--- src/rtl/csa_accumulator.sv ---
`default_nettype none
// ============================================================================
// Module      : csa_accumulator
// Description : Multi-beat carry-save accumulator. Each accepted beat folds
//               three WIDTH-bit unsigned operands into a redundant sum/carry
//               pair through a 5:2 compressor built from three 3:2 levels. On
//               the frame's last beat, one ripple carry-propagate add resolves
//               the total, which is presented on an output handshake together
//               with the beat count and an overflow flag.
//
// Ports       : clk        rising-edge clock
//               rst        synchronous, active-high reset
//               in_valid   operand beat valid
//               in_ready   block can accept a beat (ACCUM state)
//               in_last    final beat of the frame (only meaningful with
//                          in_valid)
//               x, y, z    WIDTH-bit unsigned operands
//               out_valid  result valid (HOLD state)
//               out_ready  downstream accepts result
//               sum        frame total modulo 2^ACC_W
//               beats      beats accepted, saturating at MAX_BEATS
//               overflow   frame had more than MAX_BEATS beats
//
// Revision    : 1.0  initial release
// ============================================================================
module csa_accumulator #(
    parameter int WIDTH     = 4,
    parameter int MAX_BEATS = 16,
    parameter int ACC_W     = 10,
    localparam int CNT_W    = $clog2(MAX_BEATS + 1)
) (
    input  logic             clk,
    input  logic             rst,
    input  logic             in_valid,
    output logic             in_ready,
    input  logic             in_last,
    input  logic [WIDTH-1:0] x,
    input  logic [WIDTH-1:0] y,
    input  logic [WIDTH-1:0] z,
    output logic             out_valid,
    input  logic             out_ready,
    output logic [ACC_W-1:0] sum,
    output logic [CNT_W-1:0] beats,
    output logic             overflow
);

    localparam logic [CNT_W-1:0] c_MAX_CNT = CNT_W'(MAX_BEATS);

    // ------------------------------------------------------------------
    // State machine
    // ------------------------------------------------------------------
    typedef enum logic [1:0] {
        ST_ACCUM   = 2'd0,
        ST_RESOLVE = 2'd1,
        ST_HOLD    = 2'd2
    } state_t;

    state_t r_state;
    state_t w_state_next;

    // ------------------------------------------------------------------
    // Datapath registers
    // ------------------------------------------------------------------
    logic [ACC_W-1:0] r_s;          // redundant sum
    logic [ACC_W-1:0] r_c;          // redundant carry, already shifted left
    logic [CNT_W-1:0] r_count;
    logic             r_ovf;
    logic [ACC_W-1:0] r_sum;
    logic [CNT_W-1:0] r_beats;
    logic             r_overflow;

    logic             w_accept;

    // ------------------------------------------------------------------
    // 5:2 compressor: three cascaded 3:2 levels. Every carry vector is
    // shifted left one place and truncated to ACC_W bits, so the pair
    // (S, C) always satisfies S + C == total (mod 2^ACC_W).
    // ------------------------------------------------------------------
    logic [ACC_W-1:0] w_x;
    logic [ACC_W-1:0] w_y;
    logic [ACC_W-1:0] w_z;
    logic [ACC_W-1:0] w_s1;
    logic [ACC_W-1:0] w_c1;
    logic [ACC_W-1:0] w_s2;
    logic [ACC_W-1:0] w_c2;
    logic [ACC_W-1:0] w_s3;
    logic [ACC_W-1:0] w_c3;

    assign w_x = ACC_W'(x);
    assign w_y = ACC_W'(y);
    assign w_z = ACC_W'(z);

    // Level 1: the three new operands
    assign w_s1 = w_x ^ w_y ^ w_z;
    assign w_c1 = ((w_x & w_y) | (w_x & w_z) | (w_y & w_z)) << 1;

    // Level 2: fold in the running sum vector
    assign w_s2 = w_s1 ^ w_c1 ^ r_s;
    assign w_c2 = ((w_s1 & w_c1) | (w_s1 & r_s) | (w_c1 & r_s)) << 1;

    // Level 3: fold in the running carry vector
    assign w_s3 = w_s2 ^ w_c2 ^ r_c;
    assign w_c3 = ((w_s2 & w_c2) | (w_s2 & r_c) | (w_c2 & r_c)) << 1;

    // ------------------------------------------------------------------
    // Ripple carry-propagate adder resolving S + C. The carry out of the
    // top bit is never generated because the result is modulo 2^ACC_W.
    // ------------------------------------------------------------------
    logic [ACC_W-1:0] w_cpa_sum;
    logic [ACC_W-1:0] w_cpa_cin;

    assign w_cpa_cin[0] = 1'b0;

    for (genvar i = 0; i < ACC_W; i++) begin : g_cpa
        assign w_cpa_sum[i] = r_s[i] ^ r_c[i] ^ w_cpa_cin[i];
        if (i < ACC_W - 1) begin : g_carry
            assign w_cpa_cin[i+1] = (r_s[i] & r_c[i])
                                  | (r_s[i] & w_cpa_cin[i])
                                  | (r_c[i] & w_cpa_cin[i]);
        end
    end

    // ------------------------------------------------------------------
    // State register
    // ------------------------------------------------------------------
    always_ff @(posedge clk) begin
        if (rst) begin
            r_state <= ST_ACCUM;
        end else begin
            r_state <= w_state_next;
        end
    end

    // ------------------------------------------------------------------
    // Next-state and handshake outputs
    // ------------------------------------------------------------------
    always_comb begin
        w_state_next = r_state;
        in_ready     = 1'b0;
        out_valid    = 1'b0;
        w_accept     = 1'b0;
        case (r_state)
            ST_ACCUM: begin
                in_ready = 1'b1;
                w_accept = in_valid;
                // in_last only matters on a beat that is actually taken
                if (in_valid && in_last) begin
                    w_state_next = ST_RESOLVE;
                end
            end
            ST_RESOLVE: begin
                w_state_next = ST_HOLD;
            end
            ST_HOLD: begin
                out_valid = 1'b1;
                if (out_ready) begin
                    w_state_next = ST_ACCUM;
                end
            end
            default: begin
                w_state_next = ST_ACCUM;
            end
        endcase
    end

    // ------------------------------------------------------------------
    // Datapath
    // ------------------------------------------------------------------
    always_ff @(posedge clk) begin
        if (rst) begin
            r_s        <= '0;
            r_c        <= '0;
            r_count    <= '0;
            r_ovf      <= 1'b0;
            r_sum      <= '0;
            r_beats    <= '0;
            r_overflow <= 1'b0;
        end else begin
            case (r_state)
                ST_ACCUM: begin
                    if (w_accept) begin
                        r_s <= w_s3;
                        r_c <= w_c3;
                        // A beat arriving when the count is already full
                        // means the frame is longer than guaranteed safe.
                        if (r_count == c_MAX_CNT) begin
                            r_ovf <= 1'b1;
                        end else begin
                            r_count <= r_count + CNT_W'(1);
                        end
                    end
                end
                ST_RESOLVE: begin
                    r_sum      <= w_cpa_sum;
                    r_beats    <= r_count;
                    r_overflow <= r_ovf;
                end
                ST_HOLD: begin
                    // Result registers keep their values after the
                    // transfer; only the frame state is cleared.
                    if (out_ready) begin
                        r_s     <= '0;
                        r_c     <= '0;
                        r_count <= '0;
                        r_ovf   <= 1'b0;
                    end
                end
                default: begin
                    r_s     <= '0;
                    r_c     <= '0;
                    r_count <= '0;
                    r_ovf   <= 1'b0;
                end
            endcase
        end
    end

    assign sum      = r_sum;
    assign beats    = r_beats;
    assign overflow = r_overflow;

endmodule
`default_nettype wire
--- config.mk ---
export PLATFORM = sky130hd
export DESIGN_NAME = csa_accumulator
export DESIGN_NICKNAME = d
export VERILOG_FILES = /design/src/rtl/csa_accumulator.sv
export SDC_FILE = /design/constraint.sdc
export NUM_CORES = 1
export LEC_CHECK = 0
export CAP_MARGIN = 20
export CORE_MARGIN = 2
export CORE_UTILIZATION = 54
export CTS_BUF_LIST = sky130_fd_sc_hd__clkbuf_8
export CTS_CLUSTER_SIZE = 14
export DETAILED_ROUTE_END_ITERATION = 7
export GPL_TIMING_DRIVEN = 0
export PLACE_DENSITY = 0.86
export REMOVE_ABC_BUFFERS = 1
export SLEW_MARGIN = 5
export SYNTH_ARGS = -nofsm -noshare
export SYNTH_HDL_FRONTEND = slang
export SYNTH_SLANG_ARGS = --single-unit
--- constraint.sdc ---
create_clock -name clk -period 4.3 [get_ports clk]
set_input_delay 0.86 -clock clk [delete_from_list [all_inputs] [get_ports clk]]
set_output_delay 0.86 -clock clk [all_outputs]
set_load 0.03 [all_outputs]
==> flow_metrics.env, run 1 <==
export IMPL_antenna_found_initial=0
export IMPL_reg2reg_from="r_s[2]"
export IMPL_ir_drop_mv=0.1931
export IMPL_drt_iter0_markers=64
export IMPL_postCtsResizedCells=0
export IMPL_outcome="finished, final reports clean"
export IMPL_h_tree_depth=2
export IMPL_hold_viol_final=0
export IMPL_start_kind="register"
export IMPL_yosysSeqAreaShare_pct=41.71
export IMPL_die_area_sq_um=4237
export IMPL_r2r_end="sum[9]"
export IMPL_drc=0
export IMPL_fmax_mhz=287.0
export IMPL_synth_top_cells_by_area="dfxtp_1 42%, fa_1 17%, a22o_1 7.0%"
export IMPL_vias_per_cell=5.419
export IMPL_syn_cell_area_sq_um=2016
export IMPL_p_per_area_nw_per_um2=331.2
export IMPL_cp_data_required_time_ns=4.51
export IMPL_ys_types=38
export IMPL_wl_per_cell_um=13.66
export IMPL_drive_gt1_share_pct=5.856
export IMPL_root_buffer="clkbuf_8"
export IMPL_die_x_um=65.10
export IMPL_grt_pass1_wl_um=6320
export IMPL_layout_nets=265
export IMPL_synth_edf_count=0
export IMPL_coreArea_sq_um=3633
export IMPL_hold_class="register to register"
export IMPL_cp_max_fo=3
export IMPL_cts_sinks=42
export IMPL_finClkSkew_ns=0.005268
export IMPL_area_growth_pct=23.03
export IMPL_cap_violations=0
export IMPL_drv_slew=0
export IMPL_cts_setup_buffers=0
export IMPL_grt_start_max_net_pins=27
export IMPL_pin_count=35
export IMPL_io_buffers=34
export IMPL_layout_common_cells="42 x dfxtp_1, 34 x clkdlybuf4s50_1, 31 x nand2_1"
export IMPL_rrSetupSlack_ns=0.82
export IMPL_cts_tree="done"
export IMPL_antenna_left=0
export IMPL_tightest_slew_ns=0.7032
export IMPL_cts_hold_buf=0
export IMPL_period_needed_ns=3.485
export IMPL_grt_pass1_vias=1391
export IMPL_die_h_um=65.10
export IMPL_path_class="register to register"
export IMPL_gp_congestion=0.7570
export IMPL_min_to="beats[0]"
export IMPL_antennaDiodeCount=0
export IMPL_synthFlopType="dfxtp_1"
export IMPL_final_common_cell="dfxtp_1"
export IMPL_hpwl_um=2658
export IMPL_cts_max_path_buffers=2
export IMPL_syn_area_per_cell_sq_um=10.61
export IMPL_worstHoldStart="beats[0]"
export IMPL_cts_inserted_buffers=5
export IMPL_yosys_area_top_type="dfxtp_1"
export IMPL_first_pass_iters=4
export IMPL_max_slew_margin_pct=52.97
export IMPL_vias=1463
export IMPL_grt_usage_pct=19.60
export IMPL_finalPower_uw=821.3
export IMPL_setup_violations=0
export IMPL_worst_setup_path_end_kind="register"
export IMPL_clkTransAtPathRegs_ns=0.08
export IMPL_rows=22
export IMPL_ys_ff_latch=42
export IMPL_insertion_delay_ns=0.30
export IMPL_wirelength_um=3688
export IMPL_yosysWarningCount=0
export IMPL_p_leak_uw=0.0009744
export IMPL_arrival_ns=3.69
export IMPL_grt_setup_unrepaired="false"
export IMPL_synth_async_reset_ratio_pct=0
export IMPL_rr_worst_depth=10
export IMPL_start_util_pct=55.48
export IMPL_whs_path_depth=2
export IMPL_grt_ovfl_total=0
export IMPL_finalSetupTns_ns=0
export IMPL_synth_cells=190
export IMPL_synth_top_area_share_pct=41.71
export IMPL_post_route_period_util_pct=81.04
==> worst max-delay path by stage <==
| stage | startpoint | endpoint | slack [ns] | cells after the start |
|---|---|---|---|---|
| 2_1_floorplan | r_s[2] | sum[9] | 0.99 | 10 |
| 4_1_cts | r_s[2] | sum[9] | 0.80 | 10 |
| 3_3_place_gp | r_s[2] | sum[9] | 0.86 | 10 |
| 6_report | r_s[2] | sum[9] | 0.82 | 10 |
| 5_1_grt | r_s[2] | sum[9] | 0.69 | 10 |
| 3_5_place_dp | r_s[2] | sum[9] | 0.82 | 10 |
==> critical path: stages, from the launching register on <==
cell	delay [ns]
dfxtp_1	0.35
ha_1	0.22
fa_1	0.39
fa_1	0.39
fa_1	0.39
fa_1	0.40
fa_1	0.39
fa_1	0.39
xor2_1	0.17
xnor2_1	0.13
o31ai_1	0.17
==> state kept, by name (all words and copies together) (netlist names) <==
signal	flops
beats	5
r_c	8
overflow	1
r_count	5
sum	10
r_state	2
r_s	10
r_ovf	1
==> area by class of cell <==
class / count / area (sq um)
Timing Repair Buffer: 36 / 375.4
Inverter: 6 / 22.52
Fill cell: 276 / 1154
Multi-Input combinational cell: 131 / 1102
Sequential cell: 42 / 840.8
Tap cell: 48 / 60.06
Clock buffer: 5 / 68.82
Clock inverter: 2 / 10.01
==> metrics by stage <==
stage,hold slack [ns],setup WS (ns),instances,util (%),instance area (sq um)
finish,0.4538,0.8153,270,68.25,2480
global route,0.4764,0.6922,270,68.25,2480
CTS,0.4567,0.8026,268,67.29,2445
detailed placement,0.4453,0.8203,261,65.12,2366
global placement,0.4402,0.8564,261,65.12,2366
floorplan,0.4260,0.9918,179,-,1966
==> cells by family after synthesis <==
kind of cell	after synthesis	share of synthesized area, %
AOI/OAI and AO/OA	47	16.64
xor gates and xnor gates	2	0.8692
adders and majority gates	26	22.47
buffers and inverters	17	3.600
DFF	42	41.71
and+or+nand+nor	56	14.71
==> synthesized netlist by cell type, types with 2 or more instances <==
library cell / n
a31oi_1: 2
a32o_1: 2
nand2_1: 31
clkbuf_1: 3
inv_1: 6
o2bb2ai_1: 2
nor2_1: 2
a21oi_1: 17
dfxtp_1: 42
nor2b_1: 2
ha_1: 9
fa_1: 17
buf_2: 7
a22o_1: 16
or3_1: 2
o21ai_0: 2
nand3_1: 7
==> layer usage <==
metal	wire length, um	GRT usage (%)	vias up	part of all wire, %
li1	-	-	726	-
met1	1629	25.37	700	44
met2	1825	32.22	32	49
met3	176	4.281	5	4.8
met4	57	7.813	0	1.5
met5	0	0	-	0
==> report_power, final <==
part | internal (uW) | switching, uW | total (uW) | leakage [uW]
combinational | 73.2 | 73.3 | 146 | 0.000591
clock | 109 | 132 | 241 | 0.0000438
sequential | 409 | 24.7 | 433 | 0.000340
Note: power is estimated with default switching activity, not from simulation.
==> run 2, diff against run 1 <==
==> constraint.sdc (replaced) <==
create_clock -name clk -period 3.55 [get_ports clk]
set_input_delay 0.71 -clock clk [delete_from_list [all_inputs] [get_ports clk]]
set_output_delay 0.71 -clock clk [all_outputs]
set_load 0.03 [all_outputs]
==> run 2 against run 1 <==
Effect of this change:
- hold slack about the same
- global-route usage unchanged
- final area rose by 0.15%
- non-clock buffer count unchanged
- clock power is 22% higher
- critical endpoint unchanged
- largest cell class unchanged
- largest power group unchanged
==> flow_metrics.env, run 2 (synthesized netlist as in run 1, its figures left out) <==
export IMPL_io_buffers=34
export IMPL_tightest_slew_ns=0.7107
export IMPL_setup_violations=0
export IMPL_die_h_um=65.10
export IMPL_grt_pass1_vias=1391
export IMPL_vias=1454
export IMPL_cp_max_fo=3
export IMPL_ir_drop_mv=0.2339
export IMPL_first_pass_iters=4
export IMPL_switching_share_pct=28.10
export IMPL_cts_max_path_buffers=2
export IMPL_seqPwrFrac_pct=52.8
export IMPL_vias_per_cell=5.385
export IMPL_cap_violations=0
export IMPL_finalSetupTns_ns=0
export IMPL_drt_iter0_markers=64
export IMPL_critPathSlowestCell="fa_1"
export IMPL_cts_hold_buf=0
export IMPL_place_inst=261
export IMPL_arrival_ns=3.62
export IMPL_gp_congestion=0.7570
export IMPL_layout_common_cells="41 x dfxtp_1, 34 x clkdlybuf4s50_1, 31 x nand2_1"
export IMPL_coreArea_sq_um=3633
export IMPL_cp_num_buf_inv=0
export IMPL_antennaDiodeCount=0
export IMPL_hpwl_um=2658
export IMPL_period_needed_ns=3.413
export IMPL_clkTransAtPathRegs_ns=0.08
export IMPL_grt_ovfl_total=0
export IMPL_start_util_pct=55.48
export IMPL_start_kind="register"
export IMPL_r2r_end="sum[9]"
export IMPL_final_common_cell="dfxtp_1"
export IMPL_rrSetupSlack_ns=0.14
export IMPL_crit_family="adder cells"
export IMPL_cp_depth=10
export IMPL_wl_per_cell_um=13.60
export IMPL_p_leak_uw=0.0009722
export IMPL_grt_usage_pct=19.60
export IMPL_rows=22
export IMPL_die_area_sq_um=4237
export IMPL_drive_gt1_share_pct=6.757
export IMPL_layout_nets=265
export IMPL_p_switching_uw=279.9
export IMPL_internal_power_uw=716.4
export IMPL_drv_slew=0
export IMPL_fillers=276
export IMPL_critPathLaunch="r_s[2]"
export IMPL_outcome="finished, final reports clean"
export IMPL_pin_count=35
export IMPL_slowest_delay_ns=0.40
export IMPL_h_tree_depth=2
export IMPL_rr_worst_depth=10
export IMPL_grt_start_max_net_pins=27
export IMPL_worst_setup_path_end_kind="register"
export IMPL_combPwrFrac_pct=17.8
export IMPL_reg2reg_from="r_s[2]"
export IMPL_max_slew_margin_pct=52.47
export IMPL_finClkSkew_ns=0.005554
export IMPL_post_route_period_util_pct=96.15
export IMPL_drc=0
export IMPL_fmax_mhz=293.0
export IMPL_wirelength_um=3671
export IMPL_cp_common_cell="fa_1"
export IMPL_crit_end="sum[9]"
export IMPL_p_per_area_nw_per_um2=401.1
export IMPL_cts_tree="done"
export IMPL_area_growth_pct=23.22
export IMPL_insertion_delay_ns=0.30
export IMPL_antenna_found_initial=0
export IMPL_grt_setup_unrepaired="false"
export IMPL_crit_chain="ha_1 -> fa_1 -> fa_1 -> fa_1 -> fa_2 -> fa_1 -> fa_1 -> xor2_1 -> xnor2_1 -> o31ai_1"
export IMPL_path_class="register to register"
export IMPL_cts_sinks=42
export IMPL_fin_util_pct=68.35
export IMPL_hold_viol_final=0
export IMPL_cts_inserted_buffers=5
export IMPL_grt_pass1_wl_um=6320
export IMPL_antenna_left=0
export IMPL_root_buffer="clkbuf_8"
export IMPL_die_x_um=65.10
export IMPL_hold_class="register to register"
export IMPL_clkPwrFrac_pct=29.4
export IMPL_final_cells=270
export IMPL_cp_data_required_time_ns=3.76
==> run 2: worst min-delay path by stage <==
stage / cells after the start / endpoint / slack (ns) / from
after global placement: 2 / beats[0] / 0.44 / beats[0]
final: 2 / beats[0] / 0.45 / beats[0]
after global routing: 2 / beats[0] / 0.48 / beats[0]
after CTS: 2 / beats[0] / 0.46 / beats[0]
after floorplan: 2 / overflow / 0.43 / r_ovf
after detailed placement: 2 / beats[0] / 0.45 / beats[0]
==> run 2: per-stage QoR <==
step	hold WS [ns]	instance area, sq um	power, uW	setup slack [ns]
after floorplan	0.4260	1966	642.4	0.2418
after global placement	0.4402	2366	700.4	0.1064
after detailed placement	0.4453	2366	712.8	0.07034
after CTS	0.4567	2445	1007	0.05262
after global routing	0.4764	2484	1056	0.02305
final	0.4538	2484	996.3	0.1367
==> run 2: worst register-to-register path, stage by stage (launching register included) <==
cell     delay [ns]
dfxtp_2        0.35
ha_1           0.21
fa_1           0.39
fa_1           0.39
fa_1           0.40
fa_2           0.36
fa_1           0.38
fa_1           0.39
xor2_1         0.16
xnor2_1        0.13
o31ai_1        0.17
==> run 2: what timing repair did <==
item	in CTS	in global routing
setup endpoints to repair	0	1
gates resized for setup	0	2
buffers inserted	0	0
endpoints found under the hold margin	0	0
==> run 2: layer usage <==
metal / vias up / share of wire [%] / track usage [%]
li1: 727 / - / -
met1: 690 / 44 / 25.37
met2: 32 / 50 / 32.22
met3: 5 / 4.7 / 4.281
met4: 0 / 1.6 / 7.813
met5: - / 0 / 0
==> run 2: power groups by stage <==
stage,combinational (uW),sequential (uW),clock [uW]
after global placement,165,535,0
final,178,526,293
after floorplan,107,535,0
after global routing,209,531,316
after CTS,178,526,304
after detailed placement,176,537,0
==> run 2: cell type report <==
| cell class | count | area (sq um) | area share, % |
|---|---|---|---|
| multi-input combinational | 131 | 1105 | 44.48 |
| sequential | 42 | 842.1 | 33.90 |
| timing repair buffer | 36 | 375.4 | 15.11 |
| clock buffer | 5 | 68.82 | 2.771 |
| tap | 48 | 60.06 | 2.418 |
| inverter | 6 | 22.52 | 0.9068 |
| clock inverter | 2 | 10.01 | 0.4030 |
==> RTL edit (settings of run 1) <==
Set the parameter `ACC_W` to 14 (it was 10).
--- a/src/rtl/csa_accumulator.sv
+++ b/src/rtl/csa_accumulator.sv
@@ -26,7 +26,7 @@
 module csa_accumulator #(
     parameter int WIDTH     = 4,
     parameter int MAX_BEATS = 16,
-    parameter int ACC_W     = 10,
+    parameter int ACC_W     = 14,
     localparam int CNT_W    = $clog2(MAX_BEATS + 1)
 ) (
     input  logic             clk,
Ports: changed (resized sum); port bits go from 35 to 39. The function was not compared with the original's and may differ.
==> RTL edit against run 1 <==
- the run now ends with setup timing left
- synthesized area is 31% higher
- worst setup slack lost 1.2 ns
- power up 26%
- combinational power is 36% higher
- cell area is 29% higher
- sequential cell count grew 12
- clock power rose by 21%
- die area increased by 29%
- clock skew is 0.00093 ns lower
- routed wire length increased by 25%
- maximum frequency down 25%
- critical path depth is 5 higher
==> RTL edit: results <==
[run_status]
status = finished with violations
violations = setup timing

[global_route]
grt_pass1_vias = 1800
grt_max_degree = 32
grt_usage = 0.191
grt_pass1_wl_um = 7930

[power_and_ir_drop]
switching_power_mw = 0.288
peakVddDrop_v = 0.000196

[place]
globalplace.congestion = 0.756
pre_cts_ws_ns = -0.812
dpl.hpwl_um = 3150
dpl_cell_area_um2 = 3030
dp_cells = 346
io_buffers = 38

[clock_tree]
root_buffer = clkbuf_8

[detailed_routing]
wl_per_cell_um = 12.9
wirelength_um = 4600
drt_iter0_drc = 54
via_per_inst = 5.12

[finish]
fin_nets = 341
fill_cells = 350
layout-drive-gt1-share = 0.124

[synthesis]
yosys.cell_types.count = 32
synth_ff_type = dfxtp_1
synthCells = 255
yosys_warnings = 0
synthTopCellsByCount = dfxtp_1 (54), nand2_1 (42), nor2_1 (29)
yosysSeqAreaShare = 0.411
synth.area.top_cells = dfxtp_1 (41%), fa_1 (16%), mux2i_1 (8.7%)

[worst_setup_path]
worstSetupStartpoint = r_c[2]
r2r_cells = 15
critical_path.max_fanout = 2
critical_path_arrival_ns = 4.86
crit_end = sum[13]

[sta]
clock-skew-final_ns = 0.00433
setup_viol = 2
worst_pin_slew_ns = 1.00
fin_ws_ns = -0.338
[RTL edit: cell types whose count changed after synthesis, moves of 6 or more]
cell	run 1	this run
nor2_1	2	29
mux2i_1	0	23
a22o_1	16	3
dfxtp_1	42	54
nand2_1	31	42
buf_2	7	0
clkbuf_1	3	9
[RTL edit: through the flow]
stage	TNS, ns	utilization	hold WS, ns
floorplan	-0.937	-	0.426
global placement	-1.58	0.635	0.439
detailed placement	-1.57	0.641	0.444
CTS	-0.576	0.674	0.459
global route	-0.813	0.679	0.479
finish	-0.527	0.679	0.456
[RTL edit: critical path: stages, from the launching register on]
cell and delay, ns:
dfxtp_2 0.35, ha_4 0.16, fa_2 0.33, fa_2 0.34
fa_2 0.34, fa_2 0.36, fa_2 0.36, fa_2 0.37
fa_2 0.38, fa_2 0.35, fa_2 0.35, fa_2 0.38
xnor2_2 0.17, xnor2_1 0.13, nand2_1 0.06, a21oi_1 0.14
[RTL edit: cells by family (layout without fill, tap and decap cells)]
logic type	after synthesis	count (layout)	synth area share
multiplexers	24	24	0.0917
flip-flops	54	54	0.411
buffers and inverters	21	57	0.0447
XOR/XNOR	3	3	0.00998
AO/OA/AOI/OAI	35	35	0.0870
AND/OR/NAND/NOR	84	84	0.135
adder cells (fa/ha/maj)	34	34	0.221
[RTL edit: power groups by stage]
| stage | Sequential (mW) | Combinational [mW] | Clock (mW) |
|---|---|---|---|
| global route | 0.554 | 0.226 | 0.318 |
| detailed placement | 0.559 | 0.187 | 0 |
| global placement | 0.559 | 0.178 | 0 |
| finish | 0.549 | 0.198 | 0.292 |
| CTS | 0.550 | 0.197 | 0.301 |
| floorplan | 0.561 | 0.121 | 0 |
[RTL edit: area by class of cell]
type / instances / share of cell area
clock buffer: 6 / 0.0258
clock inverter: 2 / 0.00390
inverter: 6 / 0.00703
multi-input combinational: 180 / 0.464
sequential: 54 / 0.338
tap: 67 / 0.0262
timing repair buffer: 43 / 0.135
[RTL edit: how the worst min path moves through the flow]
stage | start | cells after the start | slack (ns) | to
5_1_grt | beats[2] | 2 | 0.48 | beats[2]
3_3_place_gp | r_ovf | 2 | 0.44 | overflow
2_1_floorplan | r_ovf | 2 | 0.43 | overflow
6_report | r_ovf | 2 | 0.46 | overflow
4_1_cts | r_ovf | 2 | 0.46 | overflow
3_5_place_dp | r_ovf | 2 | 0.44 | overflow
[RTL edit: per-layer routing]
layer	up-vias	global-route usage	routed length (um)
li1	908	-	-
met1	887	0.221	2030
met2	32	0.342	2360
met3	5	0.0425	139
met4	0	0.0687	74
met5	-	0	0
[RTL edit: repair_timing]
item / 4_1_cts / 5_1_grt
pin swaps: 5 / 1
setup buffers: 2 / 1
setup endpoints to repair: 3 / 2
resized for setup: 15 / 1
